<file path="src/rtl/clic_pkg.sv">
// Shared CLIC definitions: interrupt trigger attribute encoding used by the
// register adapter, the arbiter and the pending-bit controller.
package clic_pkg;

    localparam int unsigned TRIG_EDGE_BIT = 0;
    localparam int unsigned TRIG_NEG_BIT  = 1;

    typedef enum logic [1:0] {
        TRIG_LEVEL_POS = 2'b00,
        TRIG_EDGE_POS  = 2'b01,
        TRIG_LEVEL_NEG = 2'b10,
        TRIG_EDGE_NEG  = 2'b11
    } trig_e;

    function automatic logic trig_is_edge(input logic [1:0] trig);
        return trig[TRIG_EDGE_BIT];
    endfunction

    function automatic logic trig_is_neg(input logic [1:0] trig);
        return trig[TRIG_NEG_BIT];
    endfunction

endpackage

</file>
<file path="src/rtl/clic_ip_cell.sv">
// One interrupt source: synchronizer chain, previous-sample flop, edge/level
// qualification and the pending-bit flop.
module clic_ip_cell
    import clic_pkg::*;
#(
    parameter int unsigned SYNC_STAGES = 2
) (
    input  logic       clk_i,
    input  logic       rst_ni,
    input  logic       src_i,
    input  logic [1:0] trig_i,
    input  logic       sw_we_i,
    input  logic       sw_wdata_i,
    input  logic       ack_hit_i,
    output logic       ip_o
);

    logic src_s;
    logic src_prev_q, src_prev_d;
    logic ip_q, ip_d;
    logic act, evt, is_edge, is_neg;

    if (SYNC_STAGES == 0) begin : g_bypass
        assign src_s = src_i;
    end else begin : g_sync
        logic [SYNC_STAGES-1:0] sync_q, sync_d;

        always_comb begin
            sync_d    = sync_q << 1;
            sync_d[0] = src_i;
        end

        always_ff @(posedge clk_i or negedge rst_ni) begin
            if (!rst_ni) begin
                sync_q <= '0;
            end else begin
                sync_q <= sync_d;
            end
        end

        assign src_s = sync_q[SYNC_STAGES-1];
    end

    assign is_edge = trig_is_edge(trig_i);
    assign is_neg  = trig_is_neg(trig_i);
    assign act     = src_s ^ is_neg;
    // Edge is judged on the raw samples so a polarity flip on a static line
    // never looks like a transition.
    assign evt     = is_neg ? (~src_s & src_prev_q) : (src_s & ~src_prev_q);

    always_comb begin
        src_prev_d = src_s;
        ip_d       = ip_q;
        if (is_edge) begin
            if (sw_we_i) begin
                ip_d = sw_wdata_i;
            end else if (evt) begin
                ip_d = 1'b1;
            end else if (ack_hit_i) begin
                ip_d = 1'b0;
            end
        end else begin
            ip_d = act;
        end
    end

    always_ff @(posedge clk_i or negedge rst_ni) begin
        if (!rst_ni) begin
            src_prev_q <= 1'b0;
            ip_q       <= 1'b0;
        end else begin
            src_prev_q <= src_prev_d;
            ip_q       <= ip_d;
        end
    end

    assign ip_o = ip_q;

endmodule

</file>
<file path="src/rtl/clic_ip_ctrl.sv">
// Hardware writer of the per-source CLIC interrupt-pending bits: acknowledge
// decode plus one clic_ip_cell per source.
module clic_ip_ctrl
    import clic_pkg::*;
#(
    parameter int unsigned N_SOURCE    = 32,
    parameter int unsigned SYNC_STAGES = 2,
    parameter int unsigned IdWidth     = (N_SOURCE > 1) ? $clog2(N_SOURCE) : 1
) (
    input  logic                clk_i,
    input  logic                rst_ni,
    input  logic [N_SOURCE-1:0] intr_src_i,
    input  logic [N_SOURCE-1:0] le_i,
    input  logic [N_SOURCE-1:0] pol_i,
    input  logic [N_SOURCE-1:0] ip_sw_we_i,
    input  logic [N_SOURCE-1:0] ip_sw_wdata_i,
    input  logic                irq_ack_i,
    input  logic [IdWidth-1:0]  irq_ack_id_i,
    output logic [N_SOURCE-1:0] ip_o
);

    logic [N_SOURCE-1:0] ack_hit;

    // Ids at or beyond N_SOURCE have no matching index and fall through.
    always_comb begin
        ack_hit = '0;
        for (int unsigned i = 0; i < N_SOURCE; i++) begin
            ack_hit[i] = irq_ack_i && (32'(irq_ack_id_i) == i);
        end
    end

    for (genvar g = 0; g < N_SOURCE; g++) begin : g_src
        logic [1:0] trig;

        always_comb begin
            trig                = '0;
            trig[TRIG_EDGE_BIT] = le_i[g];
            trig[TRIG_NEG_BIT]  = pol_i[g];
        end

        clic_ip_cell #(
            .SYNC_STAGES(SYNC_STAGES)
        ) u_cell (
            .clk_i      (clk_i),
            .rst_ni     (rst_ni),
            .src_i      (intr_src_i[g]),
            .trig_i     (trig),
            .sw_we_i    (ip_sw_we_i[g]),
            .sw_wdata_i (ip_sw_wdata_i[g]),
            .ack_hit_i  (ack_hit[g]),
            .ip_o       (ip_o[g])
        );
    end

endmodule

</file>
<file path="config.mk">
export PLATFORM = sky130hd
export DESIGN_NAME = clic_ip_ctrl
export DESIGN_NICKNAME = d
export VERILOG_FILES = /design/src/rtl/clic_pkg.sv /design/src/rtl/clic_ip_cell.sv /design/src/rtl/clic_ip_ctrl.sv
export SDC_FILE = /design/constraint.sdc
export NUM_CORES = 1
export LEC_CHECK = 0
export BUFFER_PORTS_ARGS = -buffer_cell sky130_fd_sc_hd__buf_2
export CORE_MARGIN = 10
export CORE_UTILIZATION = 45
export CTS_CLUSTER_DIAMETER = 80
export CTS_CLUSTER_SIZE = 16
export DETAILED_ROUTE_END_ITERATION = 6
export GPL_TIMING_DRIVEN = 0
export PLACE_DENSITY = 0.77
export SETUP_SLACK_MARGIN = 0.2
export SLEW_MARGIN = 30
export SYNTH_ARGS = -nofsm -noshare
export SYNTH_HDL_FRONTEND = slang
export SYNTH_SLANG_ARGS = --single-unit
</file>
<file path="constraint.sdc">
create_clock -name clk_i -period 1.2 [get_ports clk_i]
set_input_delay 0.24 -clock clk_i [delete_from_list [all_inputs] [get_ports clk_i]]
set_output_delay 0.24 -clock clk_i [all_outputs]
set_load 0.1 [all_outputs]
</file>
==> run metrics, run 1 <==
Cell Count, Final, Fillers Out=893; row cnt=40; Total GRT Usage=20.65%; final hold vios=64; Final Setup Violations=35; Leakage=3.875 nW; CP bufs+invs=2; max-slew violation count=0; CTS Buffer Depth=2; number of I/O pins=200; CTS tree=built; # hold bufs at CTS=32; fraction of final layout cells with drive strength greater than 1=46.92%; nature of the critical path startpoint=flip-flop; Final min period=1.350 ns; Post-Syn Area=5454 µm²; Tcrit/Tclk final=112.5%; final worst slack=-0.1501 ns; Least-Margin Pin Slew=0.5141 ns; critical path, cell by cell=buf_6, buf_12; Final ANT Viol Nets=0; Vias=4,824; status=complete, but fails checks; die height=130.1 µm; CP max stage delay=0.41 ns; Mapped Nets=634; vias in the first global route=5,290; Slew HR=65.72%; CTS clk-pin slew, worst paths=0.05 ns; H-tree levels=4; clk sinks=128; GP Congestion=0.8340; first-pass GRT wire length=26,700 µm; clk_lat worst skew=0.42 ns; GR Overflow Total=0; Hold Worst Slack=-0.2563 ns; failing checks=negative hold slack, negative setup slack; crit-path max FO=2; die width=130.1 µm; post-synth cell types=25; commonest non-fill, non-tap cell in the layout=buf_2; RSZ-0062 raised after global routing=true; Nets=901; # port buffers=199; WL final=17,090 µm; endpoint class of the critical path=primary output; Root Driver=clkbuf_16; Synth Register Bits=128; # diodes=0; Setup WS pre-CTS=-0.4199 ns; final core occ=71.61%; CORE AREA=11,960 µm²; Pwr Density=1596 nW/µm²; Max-cap violations=0; Max IR drop VDD=1171 µV; Initial Utilization=45.60%; Die ar.=16,920 µm²; yosys warns=0; initial antenna violation count=1; DRT iter0 DRCs=280; dpl cells=813; required time worst endpoint=0.96 ns; Num CTS Buffers=17; fmax=740.7 MHz; # DRC=0; Min-Delay Path Class=primary input to async pin; post-synthesis cell count=466; synth-to-layout area growth=57.05%; largest net degree at the start of global routing=66; critical path's slowest cell=dfrtp_1; wire per inst=19.14 µm; Largest delay share family, worst path=flip-flops; Vias/cell=5.402; commonest non-fill, non-tap cells in the layout=buf_2 (166), dfrtp_1 (127), buf_6 (35); Crit Path Category=flip-flop to primary output; dpl hpwl=11,810 µm; Total Power=13.67 mW; Avg Inst Size Synth=11.70 µm²; WP data arrival=1.11 ns; Fin Clk Skew=0.006533 ns; Seq/Total Area, Yosys=58.73%; drt first pass iters=4
flip-flops by register name, summed over array words and instances (netlist names):
signal                      cells
g_src.u_cell.ip_o              32
g_src.u_cell.g_sync.sync_q     64
g_src.u_cell.src_prev_q        32
cell type report:
cell class,instances,area [µm²]
clock buffers,23,508.0
multi-input cells,302,2178
fillers,763,3396
clock inverters,9,127.6
plain buffers,36,409.1
repair buffers,248,1954
flip-flops and latches,128,3204
well taps,147,183.9
timing repair:
action                                  in CTS  in global routing
resized for setup                          220                 20
endpoints found under the setup margin      64                 64
pin swaps                                   46                 34
endpoints found under the hold margin       96                 64
setup buffers                               11                  5
kinds of logic after synthesis:
family,Yosys count,synth area share (%)
AOI/OAI and AO/OA,96,10.46
DFF,128,58.73
buffers and inverters,36,4.863
xor gates and xnor gates,28,4.497
and+or+nand+nor,178,21.45
worst reg2reg max path: cells and delay by family, from the launching register on:
family,cells,cell delay [ns]
and+or+nand+nor,2,0.61
AOI/OAI and AO/OA,1,0.04
DFF,1,0.43
layer usage:
layer  wire length (µm)  GRT usage [%]
met5                  7              0
met4                516          10.45
met3               1711          8.600
met2               8525          35.39
met1               6332          21.28
through the flow:
step	instance area, µm²	TNS, ns
final	8566	-4.188
after global routing	8566	-5.403
after CTS	8506	-4.692
after floorplan	5482	0
after detailed placement	6699	-8.209
after global placement	6661	-230.06
synth_stat cells:
library cell	count	area share, %
nor4b_4	1	0.44
nand3b_1	28	3.9
xnor2_1	28	4.5
o21ai_0	32	2.9
buf_2	2	0.18
and4b_2	1	0.21
dfrtp_1	128	59
and3b_1	4	0.64
and4b_1	2	0.37
a311oi_1	8	1.3
or3_1	28	3.2
nand3_1	28	2.6
or3b_2	28	4.5
and4_2	1	0.18
and2b_1	3	0.41
buf_4	34	4.7
nor2b_1	1	0.11
and4bb_2	3	0.69
and3_1	4	0.46
nand2_1	32	2.2
nor2_1	2	0.14
a21oi_1	32	2.9
a211oi_1	24	3.3
or4_1	4	0.55
nand2b_1	8	0.92
path summary, 6_finish.rpt:
check                                             startpoint                                 to  slack, ns  cells past startpoint
max                                    g_src[21].u_cell.ip_o                           ip_o[21]      -0.15                      2
min                                                   rst_ni  g_src[21].u_cell.g_sync.sync_q[0]      -0.26                      1
max reg2reg                g_src[14].u_cell.g_sync.sync_q[1]              g_src[14].u_cell.ip_o      -0.01                      3
min reg2reg                g_src[22].u_cell.g_sync.sync_q[0]  g_src[22].u_cell.g_sync.sync_q[1]       0.34                      0
max in group asynchronous                             rst_ni               g_src[2].u_cell.ip_o       0.78                      2
min in group clk_i                          ip_sw_wdata_i[1]               g_src[1].u_cell.ip_o       0.16                      3
power by group:
group          switching, mW  internal [mW]  leakage (nW)  total [mW]
sequential             0.216           4.63          1.49        4.85
combinational           1.86           1.52          2.07        3.38
clock                   1.86           3.58         0.307        5.45
total                   3.94           9.73          3.87        13.7
Note: power is estimated with default switching activity, not from simulation.
==> run 2: changes to the inputs <==
Settings changed: CORE_MARGIN 10 to default, RECOVER_POWER from default to 50.
==> run 2 against run 1 <==
The flow finishes with violations (design-rule violations, negative setup slack). Power decreased by 3.1%. Setup slack improved by 0.014 ns. Clock skew about the same. Sequential cell count unchanged. Fmax increased by 1.0%. Sequential share of layout area about the same. Largest power group unchanged. Critical endpoint is now ip_o[9]. Critical path depth unchanged. Sequential power about the same. Core utilization increased by 2.2 points. Routed wire length decreased by 7.9%. Combinational power increased by 2%. Clock-buffer cell count decreased by 1.
==> run metrics, run 2 (synthesized netlist as in run 1, its figures left out) <==
nature of the critical path startpoint=flip-flop (unchanged); final core occ=73.78% (was 71.61%); failing checks=design-rule violations, negative setup slack (was negative hold slack, negative setup slack); # port buffers=199 (unchanged); Vias=4,834 (was 4,824); filler instances=788 (was 763); die width=112.1 µm (was 130.1 µm); RSZ-0062 raised after global routing=true (unchanged); GP Congestion=0.7927 (was 0.8340); synth-to-layout area growth=57.10% (was 57.05%); final worst slack=-0.1365 ns (was -0.1501 ns); # hold bufs at CTS=32 (unchanged); initial antenna violation count=2 (was 1); Num CTS Buffers=17 (unchanged); first-pass GRT wire length=24,780 µm (was 26,700 µm); drt first pass iters=7 (was 4); die height=112.1 µm (was 130.1 µm); CORE AREA=11,610 µm² (was 11,960 µm²); Crit Path Category=flip-flop to primary output (unchanged); max-slew violation count=0 (unchanged); Largest register FFs=64 (unchanged); Final ANT Viol Nets=0 (unchanged); largest net degree at the start of global routing=84 (was 66); endpoint class of the critical path=primary output (unchanged); cell area after layout=8568 µm² (was 8566 µm²); fraction of final layout cells with drive strength greater than 1=47.40% (was 46.92%); CTS tree=built (unchanged); row cnt=39 (was 40); Hold Worst Slack=0.08494 ns (was -0.2563 ns); Reg with most FFs=g_src.u_cell.g_sync.sync_q (unchanged); Max-cap violations=0 (unchanged); clk_lat worst skew=0.41 ns (was 0.42 ns); Slew HR=23.51% (was 65.72%); status=complete, but fails checks (unchanged); H-tree levels=4 (unchanged); DP Area=6694 µm² (was 6699 µm²); Leakage=3.899 nW (was 3.875 nW); Total GRT Usage=25.90% (was 20.65%); WL final=15,750 µm (was 17,090 µm); WP data arrival=1.10 ns (was 1.11 ns); clk sinks=128 (unchanged); Least-Margin Pin Slew=1.147 ns (was 0.5141 ns); CTS clk-pin slew, worst paths=0.05 ns (about the same); Setup WS pre-CTS=-0.3422 ns (was -0.4199 ns); commonest non-fill, non-tap cells in the layout=buf_2 (166), dfrtp_1 (128), buf_6 (36) (was buf_2 (166), dfrtp_1 (127), buf_6 (35)); Vias/cell=5.395 (was 5.402); Fin Clk Skew=0.006874 ns (was 0.006533 ns); Pwr Density=1546 nW/µm² (was 1596 nW/µm²); dpl cells=809 (was 813); Tcrit/Tclk final=111.4% (was 112.5%); Die ar.=12,560 µm² (was 16,920 µm²); commonest non-fill, non-tap cell in the layout=buf_2 (unchanged); Nets=909 (was 901); GR Overflow Total=0 (unchanged); Max IR drop VDD=1194 µV (was 1171 µV); final hold vios=0 (was 64); Initial Utilization=46.96% (was 45.60%); Final min period=1.336 ns (was 1.350 ns); vias in the first global route=5,266 (was 5,290); crit-path max FO=2 (unchanged); Final Setup Violations=36 (was 35); Root Driver=clkbuf_16 (unchanged); fmax=748.2 MHz (was 740.7 MHz); Cell Count, Final, Fillers Out=896 (was 893); required time worst endpoint=0.96 ns (about the same); wire per inst=17.58 µm (was 19.14 µm); dpl hpwl=10,090 µm (was 11,810 µm); Min-Delay Path Class=primary input to async pin (unchanged); # DRC=11 (was 0); number of I/O pins=200 (unchanged); DRT iter0 DRCs=204 (was 280); CTS Buffer Depth=2 (unchanged)
[run 2: changes by cell type in the layout (fill, tap and decap cells not counted), sizes merged]
cell,change
buf,+7
bufinv,-1
clkinv,+2
clkinvlp,-3
diode,+2
[run 2: critical path, cell delays in order (launching register included)]
cell     delay [ns]
dfrtp_1        0.40
buf_6          0.13
buf_12         0.15
[run 2: where the power goes]
group	internal, mW	total [mW]	leakage [nW]	switching, mW
logic	1.57	3.44	2.12	1.87
clock network	3.22	4.96	0.287	1.74
registers	4.63	4.85	1.49	0.216
total	9.42	13.2	3.90	3.82
[run 2: metal layers]
metal  vias to the layer above  global-route usage, %  wire [µm]
met1                      2347                  26.58       5727
met4                         0                  14.58        583
met5                         -                      0          0
met2                       203                  47.41       8538
met3                        53                  7.289        899
li1                       2231                      -          -
[run 2: path summary, 6_finish.rpt]
path | slack [ns] | from | cells after the start | end
max in group asynchronous | 0.30 | rst_ni | 2 | g_src[22].u_cell.g_sync.sync_q[1]
min in group clk_i | 0.16 | ip_sw_wdata_i[1] | 3 | g_src[1].u_cell.ip_o
hold / removal | 0.08 | rst_ni | 1 | g_src[4].u_cell.g_sync.sync_q[0]
setup reg to reg | -0.04 | g_src[0].u_cell.src_prev_q | 3 | g_src[0].u_cell.ip_o
hold reg to reg | 0.34 | g_src[17].u_cell.g_sync.sync_q[0] | 0 | g_src[17].u_cell.g_sync.sync_q[1]
setup / recovery | -0.14 | g_src[9].u_cell.ip_o | 2 | ip_o[9]
[run 2: what timing repair did]
action,4_1_cts,5_1_grt
endpoints found under the hold margin,114,82
setup buffers,15,9
resized for setup,221,21
setup endpoints to repair,64,64
pin swaps,42,30
[run 2: area by class of cell]
| type | count | area [µm²] | area share [%] |
|---|---|---|---|
| antenna | 2 | 5.005 | 0.05841 |
| buffer | 36 | 409.1 | 4.775 |
| clock buffer | 22 | 484.2 | 5.651 |
| clock inverter | 7 | 85.08 | 0.9930 |
| multi-input combinational | 302 | 2192 | 25.58 |
| sequential | 128 | 3203 | 37.38 |
| tap | 143 | 178.9 | 2.088 |
| timing repair buffer | 256 | 2011 | 23.47 |
[run 2: through the flow]
stage / setup TNS (ns) / total power [mW]
floorplan: 0 / 6.585
global placement: -230.61 / 7.243
detailed placement: -7.652 / 7.331
CTS: -4.258 / 13.21
global route: -5.190 / 13.69
finish: -3.746 / 13.25
==> run 3: changes to the inputs <==
Settings changed: CTS_CLUSTER_DIAMETER 80 to default, SKIP_LAST_GASP from default to 1.
==> run 3 against run 2 <==
The run still ends with design-rule violations, negative setup slack left. Fmax decreased by 0.76%. Final cell count increased by 0.56%. Clock skew about the same. Clock power about the same. Sequential share of layout area about the same. Power increased by 0.12%.
==> run metrics, run 3 (synthesized netlist as in run 1, its figures left out) <==
CTS tree=built (unchanged); WL final=15,650 µm (was 15,750 µm); clk_lat worst skew=0.41 ns (about the same); Root Driver=clkbuf_16 (unchanged); max-slew violation count=0 (unchanged); CTS clk-pin slew, worst paths=0.06 ns (was 0.05 ns); Min-Delay Path Class=primary input to async pin (unchanged); cell area after layout=8566 µm² (was 8568 µm²); final worst slack=-0.1467 ns (was -0.1365 ns); Pwr Density=1548 nW/µm² (was 1546 nW/µm²); CP max stage delay=0.41 ns (was 0.40 ns); number of I/O pins=200 (unchanged); H-tree levels=4 (unchanged); dpl cells=809 (unchanged); die width=112.1 µm (unchanged); Reg with most FFs=g_src.u_cell.g_sync.sync_q (unchanged); first-pass GRT wire length=24,280 µm (was 24,780 µm); Total Power=13.26 mW (was 13.25 mW); largest net degree at the start of global routing=84 (unchanged); Slew HR=22.89% (was 23.51%); commonest non-fill, non-tap cell in the layout=buf_2 (unchanged); GR Overflow Total=0 (unchanged); final hold vios=0 (unchanged); CTS Buffer Depth=2 (unchanged); Tcrit/Tclk final=112.2% (was 111.4%); DRT iter0 DRCs=196 (was 204); failing checks=design-rule violations, negative setup slack (unchanged); dpl hpwl=10,090 µm (unchanged); Num CTS Buffers=17 (unchanged); RSZ-0062 raised after global routing=true (unchanged); fraction of final layout cells with drive strength greater than 1=47.08% (was 47.40%); Die ar.=12,560 µm² (unchanged); Initial Utilization=46.96% (unchanged); drt first pass iters=7 (unchanged); Leakage=3.897 nW (was 3.899 nW); CORE AREA=11,610 µm² (unchanged); Largest register FFs=64 (unchanged); Cell Count, Final, Fillers Out=901 (was 896); # DRC=10 (was 11); Nets=912 (was 909); Final min period=1.347 ns (was 1.336 ns); Vias/cell=5.317 (was 5.395); Total GRT Usage=25.43% (was 25.90%); synth-to-layout area growth=57.05% (was 57.10%); status=complete, but fails checks (unchanged); Largest delay share family, worst path=flip-flops (unchanged); CP bufs+invs=2 (unchanged); commonest non-fill, non-tap cells in the layout=buf_2 (166), dfrtp_1 (128), buf_6 (37) (was buf_2 (166), dfrtp_1 (128), buf_6 (36)); Final Setup Violations=37 (was 36); die height=112.1 µm (unchanged); Least-Margin Pin Slew=1.157 ns (was 1.147 ns); clk sinks=128 (unchanged); initial antenna violation count=3 (was 2); crit-path max FO=2 (unchanged); nature of the critical path startpoint=flip-flop (unchanged); Max IR drop VDD=1194 µV (about the same); DP Area=6694 µm² (unchanged); Fin Clk Skew=0.007113 ns (was 0.006874 ns); vias in the first global route=5,200 (was 5,266); Max-cap violations=0 (unchanged); GP Congestion=0.7927 (unchanged); wire per inst=17.37 µm (was 17.58 µm); fmax=742.5 MHz (was 748.2 MHz); # port buffers=199 (unchanged); Final ANT Viol Nets=0 (unchanged); # hold bufs at CTS=32 (unchanged); row cnt=39 (unchanged); critical path's slowest cell=dfrtp_1 (unchanged); Setup WS pre-CTS=-0.3422 ns (unchanged); Vias=4,791 (was 4,834); WP data arrival=1.11 ns (was 1.10 ns); required time worst endpoint=0.96 ns (about the same); Crit Path Category=flip-flop to primary output (unchanged); endpoint class of the critical path=primary output (unchanged); Hold Worst Slack=0.07951 ns (was 0.08494 ns); critical path, cell by cell=buf_6, buf_12 (unchanged)
run 3: cell types whose count changed in the layout (fill, tap and decap cells not counted), sizes merged:
| cell | previous run | this run |
|---|---|---|
| buf | 259 | 262 |
| diode | 2 | 4 |
run 3: final timing paths:
kind	start	end	slack, ns	cells past startpoint
max	g_src[15].u_cell.ip_o	ip_o[15]	-0.15	2
min	rst_ni	g_src[4].u_cell.g_sync.sync_q[0]	0.08	1
max reg2reg	g_src[0].u_cell.src_prev_q	g_src[0].u_cell.ip_o	-0.04	3
min reg2reg	g_src[17].u_cell.g_sync.sync_q[0]	g_src[17].u_cell.g_sync.sync_q[1]	0.34	0
max in group asynchronous	rst_ni	g_src[22].u_cell.g_sync.sync_q[1]	0.30	2
min in group clk_i	ip_sw_wdata_i[1]	g_src[1].u_cell.ip_o	0.15	3
run 3: layout make-up:
type                       instances  area, µm²
clock inverter                     7      85.08
timing repair buffer             259       2037
tap                              143      178.9
antenna                            4      10.01
buffer                            36      409.1
fill                             794       3048
sequential                       128       3203
clock buffer                      22      484.2
multi-input combinational        302       2158
run 3: layer usage:
| metal | vias to the layer above | share of wire, % | track usage [%] |
|---|---|---|---|
| li1 | 2235 | - | - |
| met1 | 2338 | 37 | 26.02 |
| met2 | 166 | 54 | 46.50 |
| met3 | 52 | 5.2 | 7.181 |
| met4 | 0 | 3.8 | 14.58 |
| met5 | - | 0 | 0 |
run 3: where the power goes:
| part | leakage (nW) | total (mW) | switching, mW | internal [mW] |
|---|---|---|---|---|
| sequential | 1.49 | 4.85 | 0.216 | 4.63 |
| combinational | 2.12 | 3.45 | 1.87 | 1.58 |
| clock | 0.287 | 4.97 | 1.75 | 3.22 |
| total | 3.90 | 13.3 | 3.84 | 9.43 |
run 3: timing repair:
action	CTS	global route
setup endpoints to repair	64	64
buffers inserted	15	12
gates resized for setup	193	36
hold endpoints to repair	114	82
pin swaps	42	24
run 3: metrics by stage:
step	setup TNS (ns)	utilization (%)
finish	-3.944	73.76
global route	-5.330	73.76
CTS	-4.281	72.29
detailed placement	-7.652	57.64
global placement	-230.61	57.32
floorplan	0	-
run 3: worst register-to-register path, delay by kind of cell, from the launching register on:
kind             cells  cell delay [ns]
AND/OR/NAND/NOR      2             0.69
flip-flops           1             0.36
AO/OA/AOI/OAI        1             0.07
